<file path="src/rtl/pcie_trans_mvc.sv">
`default_nettype none
// +-----------------------------------------------------------------------------+
// | Module  : pcie_trans_mvc                                                    |
// | Purpose : main FIFO -> NUM_VC VC FIFOs -> two destination output registers  |
// |           with control FSM and programmable pause thresholds.               |
// |           Define ARB_RR_EN for a round-robin arbiter (default: VC0 first).  |
// | Revision: 1.0 - initial parametrised release                                |
// +-----------------------------------------------------------------------------+
module pcie_trans_mvc #(
  parameter int DATA_W    = 6,
  parameter int NUM_VC    = 2,
  parameter int MF_DEPTH  = 4,
  parameter int VC_DEPTH  = 16,
  parameter int MF_TH_DEF = 3,
  parameter int VC_TH_DEF = 12
) (
  input  logic                        clk,
  input  logic                        reset,
  input  logic                        init,
  input  logic [$clog2(MF_DEPTH):0]   umbral_mf,
  input  logic [$clog2(VC_DEPTH):0]   umbral_vc,
  input  logic                        push,
  input  logic [DATA_W-1:0]           data_in,
  input  logic                        ready_0,
  input  logic                        ready_1,
  output logic [DATA_W-1:0]           data_out0,
  output logic [DATA_W-1:0]           data_out1,
  output logic                        valid_0,
  output logic                        valid_1,
  output logic                        pausa_mf,
  output logic [NUM_VC-1:0]           pausa_vc,
  output logic                        active_out,
  output logic                        idle_out,
  output logic                        error_out,
  output logic [NUM_VC:0]             error_id
);

  localparam int VCW  = $clog2(NUM_VC);
  localparam int MFAW = $clog2(MF_DEPTH);
  localparam int VCAW = $clog2(VC_DEPTH);
  localparam logic [MFAW:0] MF_FULL = (MFAW+1)'(MF_DEPTH);
  localparam logic [VCAW:0] VC_FULL = (VCAW+1)'(VC_DEPTH);

  localparam logic [2:0] S_RESET  = 3'd0;
  localparam logic [2:0] S_INIT   = 3'd1;
  localparam logic [2:0] S_IDLE   = 3'd2;
  localparam logic [2:0] S_ACTIVE = 3'd3;
  localparam logic [2:0] S_ERROR  = 3'd4;

  logic [2:0]        state_q, state_d;
  logic [MFAW:0]     th_mf_q, th_mf_d;
  logic [VCAW:0]     th_vc_q, th_vc_d;
  logic [DATA_W-1:0] mf_mem_q [MF_DEPTH];
  logic [MFAW-1:0]   mf_wr_q, mf_wr_d, mf_rd_q, mf_rd_d;
  logic [MFAW:0]     mf_count_q, mf_count_d;
  logic [DATA_W-1:0] vc_mem_q [NUM_VC][VC_DEPTH];
  logic [VCAW-1:0]   vc_wr_q [NUM_VC];
  logic [VCAW-1:0]   vc_wr_d [NUM_VC];
  logic [VCAW-1:0]   vc_rd_q [NUM_VC];
  logic [VCAW-1:0]   vc_rd_d [NUM_VC];
  logic [VCAW:0]     vc_count_q [NUM_VC];
  logic [VCAW:0]     vc_count_d [NUM_VC];
  logic [DATA_W-1:0] out_q [2];
  logic [DATA_W-1:0] out_d [2];
  logic [1:0]        valid_q, valid_d;
  logic [NUM_VC:0]   error_id_q, error_id_d;
`ifdef ARB_RR_EN
  logic [VCW-1:0]    rr_ptr_q, rr_ptr_d;
  logic [VCW-1:0]    rr_idx;
`endif

  logic              run, mf_full, mf_pop, mf_push_ok, mf_err, any_busy;
  logic [DATA_W-1:0] mf_head;
  logic [VCW-1:0]    head_vc;
  logic [NUM_VC-1:0] vc_pause, vc_elig, vc_hit, vc_pop, vc_wr, vc_err, vc_dest;
  logic [DATA_W-1:0] vc_head [NUM_VC];
  logic [1:0]        rdy, dst_free;
  logic              gnt_valid, gnt_dest;
  logic [VCW-1:0]    gnt_vc;

  // Dispatch: the MF head moves to its VC unless that VC is paused (no bypass)
  always_comb begin
    run = (state_q == S_IDLE) || (state_q == S_ACTIVE);
    for (int k = 0; k < NUM_VC; k++) vc_pause[k] = vc_count_q[k] >= th_vc_q;
    mf_full    = mf_count_q == MF_FULL;
    mf_head    = mf_mem_q[mf_rd_q];
    head_vc    = mf_head[DATA_W-1 -: VCW];
    mf_pop     = run && (mf_count_q != '0) && !vc_pause[head_vc];
    mf_push_ok = run && push && (!mf_full || mf_pop);
    mf_err     = run && push && mf_full && !mf_pop;
  end

  always_comb begin
    rdy      = {ready_1, ready_0};
    dst_free = ~valid_q | rdy;
    for (int k = 0; k < NUM_VC; k++) begin
      vc_head[k] = vc_mem_q[k][vc_rd_q[k]];
      vc_dest[k] = vc_head[k][DATA_W-1-VCW];
      vc_elig[k] = run && (vc_count_q[k] != '0) && dst_free[vc_dest[k]];
    end
    gnt_valid = 1'b0;
    gnt_vc    = '0;
`ifdef ARB_RR_EN
    rr_idx = '0;
    // Descending walk so the candidate closest to the pointer is written last
    for (int i = NUM_VC-1; i >= 0; i--) begin
      rr_idx = rr_ptr_q + VCW'(i);
      if (vc_elig[rr_idx]) begin
        gnt_valid = 1'b1;
        gnt_vc    = rr_idx;
      end
    end
`else
    for (int k = NUM_VC-1; k >= 0; k--) begin
      if (vc_elig[k]) begin
        gnt_valid = 1'b1;
        gnt_vc    = VCW'(k);
      end
    end
`endif
    gnt_dest = vc_dest[gnt_vc];
  end

  always_comb begin
    th_mf_d    = (state_q == S_INIT) ? umbral_mf : th_mf_q;
    th_vc_d    = (state_q == S_INIT) ? umbral_vc : th_vc_q;
    mf_wr_d    = mf_push_ok ? mf_wr_q + MFAW'(1) : mf_wr_q;
    mf_rd_d    = mf_pop ? mf_rd_q + MFAW'(1) : mf_rd_q;
    mf_count_d = mf_count_q;
    if (mf_push_ok && !mf_pop)      mf_count_d = mf_count_q + (MFAW+1)'(1);
    else if (!mf_push_ok && mf_pop) mf_count_d = mf_count_q - (MFAW+1)'(1);
    any_busy = (mf_count_q != '0) || (valid_q != 2'b00);
    for (int k = 0; k < NUM_VC; k++) begin
      vc_hit[k]     = mf_pop && (head_vc == VCW'(k));
      vc_pop[k]     = gnt_valid && (gnt_vc == VCW'(k));
      vc_wr[k]      = vc_hit[k] && ((vc_count_q[k] != VC_FULL) || vc_pop[k]);
      vc_err[k]     = vc_hit[k] && (vc_count_q[k] == VC_FULL) && !vc_pop[k];
      vc_wr_d[k]    = vc_wr[k] ? vc_wr_q[k] + VCAW'(1) : vc_wr_q[k];
      vc_rd_d[k]    = vc_pop[k] ? vc_rd_q[k] + VCAW'(1) : vc_rd_q[k];
      vc_count_d[k] = vc_count_q[k];
      if (vc_wr[k] && !vc_pop[k])      vc_count_d[k] = vc_count_q[k] + (VCAW+1)'(1);
      else if (!vc_wr[k] && vc_pop[k]) vc_count_d[k] = vc_count_q[k] - (VCAW+1)'(1);
      if (vc_count_q[k] != '0) any_busy = 1'b1;
    end
    error_id_d = error_id_q | {vc_err, mf_err};
    // Output registers only move in IDLE/ACTIVE; INIT and ERROR hold them
    for (int d = 0; d < 2; d++) begin
      out_d[d]   = out_q[d];
      valid_d[d] = valid_q[d];
      if (run) begin
        if (gnt_valid && (gnt_dest == d[0])) begin
          out_d[d]   = vc_head[gnt_vc];
          valid_d[d] = 1'b1;
        end else if (rdy[d]) begin
          valid_d[d] = 1'b0;
        end
      end
    end
`ifdef ARB_RR_EN
    rr_ptr_d = gnt_valid ? gnt_vc + VCW'(1) : rr_ptr_q;
`endif
  end

  always_comb begin
    state_d = state_q;
    case (state_q)
      S_RESET:           state_d = S_INIT;
      S_INIT:            if (!init) state_d = S_IDLE;
      S_IDLE, S_ACTIVE:  state_d = init ? S_INIT : (any_busy ? S_ACTIVE : S_IDLE);
      S_ERROR:           state_d = S_ERROR;
      default:           state_d = S_RESET;
    endcase
    if ((state_q != S_ERROR) && (mf_err || (vc_err != '0))) state_d = S_ERROR;
  end

  always_comb begin
    idle_out   = state_q == S_IDLE;
    active_out = state_q == S_ACTIVE;
    error_out  = state_q == S_ERROR;
  end

  always_ff @(posedge clk) begin
    if (reset) state_q <= S_RESET;
    else       state_q <= state_d;
  end

  always_ff @(posedge clk) begin
    if (reset) begin
      th_mf_q    <= (MFAW+1)'(MF_TH_DEF);
      th_vc_q    <= (VCAW+1)'(VC_TH_DEF);
      mf_wr_q    <= '0;
      mf_rd_q    <= '0;
      mf_count_q <= '0;
      valid_q    <= '0;
      error_id_q <= '0;
      for (int k = 0; k < NUM_VC; k++) begin
        vc_wr_q[k]    <= '0;
        vc_rd_q[k]    <= '0;
        vc_count_q[k] <= '0;
      end
      for (int d = 0; d < 2; d++) out_q[d] <= '0;
`ifdef ARB_RR_EN
      rr_ptr_q   <= '0;
`endif
    end else begin
      th_mf_q    <= th_mf_d;
      th_vc_q    <= th_vc_d;
      mf_wr_q    <= mf_wr_d;
      mf_rd_q    <= mf_rd_d;
      mf_count_q <= mf_count_d;
      valid_q    <= valid_d;
      error_id_q <= error_id_d;
      for (int k = 0; k < NUM_VC; k++) begin
        vc_wr_q[k]    <= vc_wr_d[k];
        vc_rd_q[k]    <= vc_rd_d[k];
        vc_count_q[k] <= vc_count_d[k];
      end
      for (int d = 0; d < 2; d++) out_q[d] <= out_d[d];
`ifdef ARB_RR_EN
      rr_ptr_q   <= rr_ptr_d;
`endif
    end
  end

  // Storage needs no reset: occupancy counters define validity
  always_ff @(posedge clk) begin
    if (mf_push_ok) mf_mem_q[mf_wr_q] <= data_in;
    for (int k = 0; k < NUM_VC; k++) begin
      if (vc_wr[k]) vc_mem_q[k][vc_wr_q[k]] <= mf_head;
    end
  end

  assign data_out0 = out_q[0];
  assign data_out1 = out_q[1];
  assign valid_0   = valid_q[0];
  assign valid_1   = valid_q[1];
  assign pausa_mf  = mf_count_q >= th_mf_q;
  assign pausa_vc  = vc_pause;
  assign error_id  = error_id_q;

endmodule
`default_nettype wire

</file>
<file path="config.mk">
export PLATFORM = sky130hd
export DESIGN_NAME = pcie_trans_mvc
export DESIGN_NICKNAME = d
export VERILOG_FILES = /design/src/rtl/pcie_trans_mvc.sv
export SDC_FILE = /design/constraint.sdc
export NUM_CORES = 1
export LEC_CHECK = 0
export ABC_AREA = 1
export BUFFER_PORTS_ARGS = -buffer_cell sky130_fd_sc_hd__buf_4
export CAP_MARGIN = 20
export CORE_ASPECT_RATIO = 0.5
export CORE_UTILIZATION = 45
export CTS_CLUSTER_SIZE = 12
export DETAILED_ROUTE_END_ITERATION = 10
export HOLD_SLACK_MARGIN = 0.15
export PLACE_DENSITY = 0.71
export SLEW_MARGIN = 20
export SYNTH_ARGS = -nofsm -noshare
export SYNTH_HDL_FRONTEND = slang
export SYNTH_SLANG_ARGS = --single-unit
</file>
<file path="constraint.sdc">
create_clock -name clk -period 3 [get_ports clk]
set_input_delay 0 -clock clk [delete_from_list [all_inputs] [get_ports clk]]
set_output_delay 0 -clock clk [all_outputs]
set_load 0.005 [all_outputs]
</file>
======== Word-level counts from Yosys, hierarchy flattened ========
Memory sizes are Yosys's and may differ from the RTL's. A register that Yosys moved wholly into a read port is not among the register bits.
Cells that the tools add are included.
operators by class
  add/sub/neg operators ................... 12
  multiply operators ...................... 0
  divide/modulo/power cells ............... 0
  $lt $le $gt $ge ......................... 14
  eq/ne operators ......................... 12
  shift-type cells ........................ 0
  mux-type cells .......................... 71
  bitwise operators ....................... 19
  reduce and logical (&&, ||, !) cells .... 59
operators by type and width
  kind                                                                  count
  96-bit 2-to-1 mux                                                     4
  96-bit OR reduction                                                   1
  6-bit 2-to-1 mux                                                      15
  6-bit binary-select mux with 4-bit select                             2
  6-bit demux with 4-bit select                                         2
  4-bit 2-to-1 mux                                                      8
  1-bit logical AND                                                     31
  5-bit 2-to-1 mux                                                      6
  1-bit 2-to-1 mux                                                      26
  5-bit greater-or-equal comparator, second input constant              4
  4-bit inverter with 5-bit output                                      4
  4-bit by 1-bit adder with 4-bit output, second input constant         4
  3-bit 2-to-1 mux                                                      4
  3-bit case mux with 4 select lines                                    1
  5-bit by 1-bit adder with 5-bit output, second input constant         2
  5-bit == test, second input constant                                  2
  5-bit greater-or-equal comparator                                     2
  5-bit by 1-bit < comparator with 1-bit output, second input constant  2
  5-bit != test, second input constant                                  2
  2-bit nonzero test                                                    5
  5-bit nonzero test                                                    2
  5-bit by 1-bit subtractor with 5-bit output, second input constant    2
  1-bit zero test                                                       8
  1-bit by 2-bit < comparator with 1-bit output, second input constant  4
  23 further kinds                                                      44
word-level totals
  register bits ........................... 23
  bits in latches ......................... 0
  bits in writable memories ............... 254
  ROM bits ................................ 0
  output and inout port bits .............. 23
  memories kept ........................... 6
memory list
  memory      depth  bits a word  rd ports  clocked after memory_dff  wr ports  RTL line  source
  vc_mem_q    2      96           2         0                         1         56        logic [DATA_W-1:0] vc_mem_q [NUM_VC][VC_DEPTH];
  mf_mem_q    4      6            1         1                         1         53        logic [DATA_W-1:0] mf_mem_q [MF_DEPTH];
  out_q       2      6            2         0                         2         63        logic [DATA_W-1:0] out_q [2];
  vc_count_q  2      5            2         0                         2         61        logic [VCAW:0] vc_count_q [NUM_VC];
  vc_rd_q     2      4            2         0                         2         59        logic [VCAW-1:0] vc_rd_q [NUM_VC];
  vc_wr_q     2      4            2         0                         2         57        logic [VCAW-1:0] vc_wr_q [NUM_VC];

======== Logic depth before layout (Yosys ltp) ========
  depth in word-level cells ............... 18
  gate-level depth with buffers ........... 25
  depth with buffers taken out ............ 23

======== Worst setup path after synthesis ========
No wires, ideal clock.
  path kind ............................... reg2reg
  start ................................... memory vc_rd_q[0][4] (netlist name)
  end ..................................... memory vc_count_q[0][9] (netlist name)
  arrival time ............................ 2.793 ns
  data required time ...................... 2.880 ns
  path slack .............................. 0.087 ns
  stages on the path, launching flop included .. 25
  path buffers ............................ 2
  cells stage by stage .................... dfxtp_1 buf_6 inv_2 buf_6 nand2_1 nand3_1 nand3_1 nand2_1 nand3_1 nand2_2 nor2_4 nand2_4 nand2_2 nand2_2 inv_1 ha_1 inv_1 fa_1 a21o_1 a21oi_1 nor2_1 nor2_1 nand2_1 o21ai_0 a21oi_1
RTL lines
  what             RTL line
  start, declared  59
  end, declared    61

==> results by group <==
Run status
  – Outcome: finished with violations
  – Failing checks: negative setup slack

STA
  – Setup skew after layout: 0.0141 ns
  – RSZ-0062 raised after global routing: true
  – Final Cycle Share: 103%
  – Max-slew headroom: 25.3%
  – Max Fclk: 325 MHz
  – Setup TNS: -0.0752 ns
  – Final setup viols: 1
  – Final Hold Viols: 0
  – Final hold slack: 0.209 ns
  – Final Max Tran Viols: 0
  – Slew of the pin with the lowest slew margin: 1.12 ns
  – Min Clock Period, post-route: 3.08 ns
  – Fin worst setup slack: -0.0752 ns

Job
  – Max_cap viols: 0

Routing
  – DR vias/cell: 5.38
  – Routed wire per std cell: 16.9 microns
  – Total Wirelength: 28.9 mm
  – # DRC: 0
  – First-pass DRT Iterations: 5
  – Routed Antenna Nets: 0
  – DR iter-0 viols: 997
  – Vias: 9181

Synth
  – Syn Area/Cell: 10.2 sq um
  – Most used DFF post-synth: edfxtp_1
  – EDFF count, synth: 216
  – Post-Syn Area: 12300 sq um
  – #FFs+latches synth: 279
  – Syn nets: 1255
  – Ys Warns: 0
  – Syn Inst Count: 1196
  – FFs w/ async S/R, synth: 0%
  – Synth cell types: 39
  – Sequential area share after synthesis: 63.2%

Critical path
  – RR Startpoint: vc_rd_q[0][4]
  – Critical Path Fanout Max: 6
  – Worst EP arrival: 3.49 ns
  – Crit path max-delay family: simple AND/OR/NAND/NOR gates
  – Worst EP required: 3.42 ns
  – Setup crit start: vc_rd_q[0][4]
  – Worst path bufs/invs: 3
  – Slowest cell on the critical path: dfxtp_4
  – Most frequent CP cell: nand2_2
  – Worst path max stage delay: 0.40 ns
  – CP Cell Sequence: buf_6 > nand2_2 > nand3_2 > nand2_2 > nor2_2 > nand2_2 > nand3_2 > nand2_2 > nor2_4 > nand2_4 > nand2_4 > nand2_4 > inv_4 > ha_4 > inv_4 > fa_2 > a21o_1 > a21oi_2 > nor2_1 > nor2_1 > nand2_1 > o21ai_2 > a21oi_2
  – CP Capture Type: flip-flop
  – Crit path kind: flip-flop to flip-flop
  – Startpoint types: flip-flop

Worst hold path
  – Hold Crit Start: data_in[5]
  – Worst hold path type: input port to flip-flop

Clock tree
  – Clock Latency Late Sink: 0.53 ns
  – H-tree depth: 1
  – CTS tree: yes
  – Root Buffer: clkbuf_16
  – Total CTS buffers: 27
  – Sink Count: 279
  – Clock transition at the registers of the reported paths: 0.07 ns
  – Max Root-Sink Buffers: 3

Pwr
  – Max VDD drop: 0.419 mV
  – Pleak: 5.72 nW
  – Design Power: 7.81 mW
  – PwrDens: 529 nW/um^2

Global route
  – Largest net degree at the start of global routing: 33
  – Initial antenna violation count: 1
  – Global-route wire length before repair: 46.0 mm
  – GRT Total Usage: 20.6%
  – Layer with the highest usage: met2
  – Met3 usage: 3.20%
  – M1 GR Usage: 27.8%
  – Grt ovf: 0
  – Met2 usage: 34.4%
  – Vias in the first global route: 8942

Cells and area
  – Leading cell type in the layout, fill and taps excluded: edfxtp_1
  – Most frequent cells in the layout: edfxtp_1 (216), nand2_1 (194), nor2_1 (170)
  – Final Net Count: 1393
  – Layout Cells excl Fill: 1706
  – Fillers: 2172
  – Fin area: 14800 sq um
  – Final core occ: 55.5%
  – Share of cells above drive strength 1: 17.7%
  – Area Growth Syn to Fin: 20.4%
  – Ant diodes: 0

Die
  – Die height: 119 microns
  – Initial Util: 46.1%
  – I/O Pins: 43
  – DIE AREA: 27900 sq um
  – Core Box Area: 26600 sq um
  – Num rows: 42
  – Horiz. Die Dim: 235 microns

Place
  – Placed Area: 13400 sq um
  – RD Place Congestion: 0.920
  – # port buffers: 42
  – DP Cell Count: 1625
  – HPWL Detailed: 18.7 mm
  – Pre-CTS WS: -0.105 ns
-- kinds of logic (layout without fill, tap and decap cells) --
| kind of cell | Yosys count | after routing | share of synthesized area, % |
|---|---|---|---|
| flip-flops | 279 | 279 | 63.2 |
| AND/OR/NAND/NOR | 472 | 472 | 16.0 |
| adder cells (fa/ha/maj) | 39 | 39 | 4.16 |
| AO/OA/AOI/OAI | 231 | 231 | 10.3 |
| XOR/XNOR | 7 | 7 | 0.500 |
| buffers and inverters | 168 | 326 | 5.77 |
-- cell usage after synthesis (7+ instances only) --
cell type / count / area share (%)
dfxtp_1: 63 / 10
nor2_1: 174 / 5.3
o22ai_1: 45 / 2.3
nand3_1: 42 / 1.7
inv_1: 114 / 3.5
edfxtp_1: 216 / 53
nor3_1: 25 / 1.0
nand2_2: 10 / 0.51
a21oi_1: 46 / 1.9
buf_2: 7 / 0.29
clkbuf_1: 25 / 0.77
o21ai_0: 116 / 4.7
inv_2: 9 / 0.28
a21boi_0: 10 / 0.61
nand4_1: 7 / 0.36
ha_1: 36 / 3.7
nand2_1: 201 / 6.2
-- area by class of cell --
| cell class | count | area [sq um] | area share [%] |
|---|---|---|---|
| Sequential cell | 279 | 7770 | 52.6 |
| Timing Repair Buffer | 154 | 1240 | 8.41 |
| Clock buffer | 48 | 764 | 5.18 |
| Tap cell | 352 | 440 | 2.99 |
| Inverter | 123 | 477 | 3.23 |
| Multi-Input combinational cell | 749 | 4060 | 27.5 |
| Clock inverter | 1 | 5.00 | 0.0339 |
-- repair_timing --
| action | in CTS | in global routing |
|---|---|---|
| gates resized for setup | 11 | 58 |
| endpoints found under the setup margin | 2 | 7 |
| buffers inserted | 0 | 6 |
| hold endpoints to repair | 56 | 0 |
| pin swaps | 0 | 16 |
| hold buffers | 26 | 0 |
-- final timing paths --
path / endpoint / slack, ns / cells after the start
hold / removal: mf_mem_q[0][5] / 0.21 / 2
setup reg to reg: vc_count_q[0][9] / -0.08 / 23
setup / recovery: vc_count_q[0][9] / -0.08 / 23
hold reg to reg: out_q[0][10] / 0.45 / 2
-- state kept, by name, indices dropped and copies added, names as in the netlist, named ones only --
register,flops
th_mf_q,3
error_id,3
mf_mem_q,24
out_q,12
mf_wr_q,2
valid_q,2
state_q,3
vc_mem_q,192
vc_wr_q,8
vc_rd_q,8
th_vc_q,5
vc_count_q,10
mf_count_q,3
mf_rd_q,2
-- power by group --
group / switching (mW) / internal [mW]
sequential: 0.0305 / 4.18
combinational: 0.321 / 0.219
clock: 1.35 / 1.71
total: 1.70 / 6.11
-- routing by layer --
layer,vias up,share of wire [%]
met1,4400,42
met4,0,2.8
li1,4371,-
met5,-,0
met2,352,48
met3,58,7.2
Power figures use the tool's default switching activity.
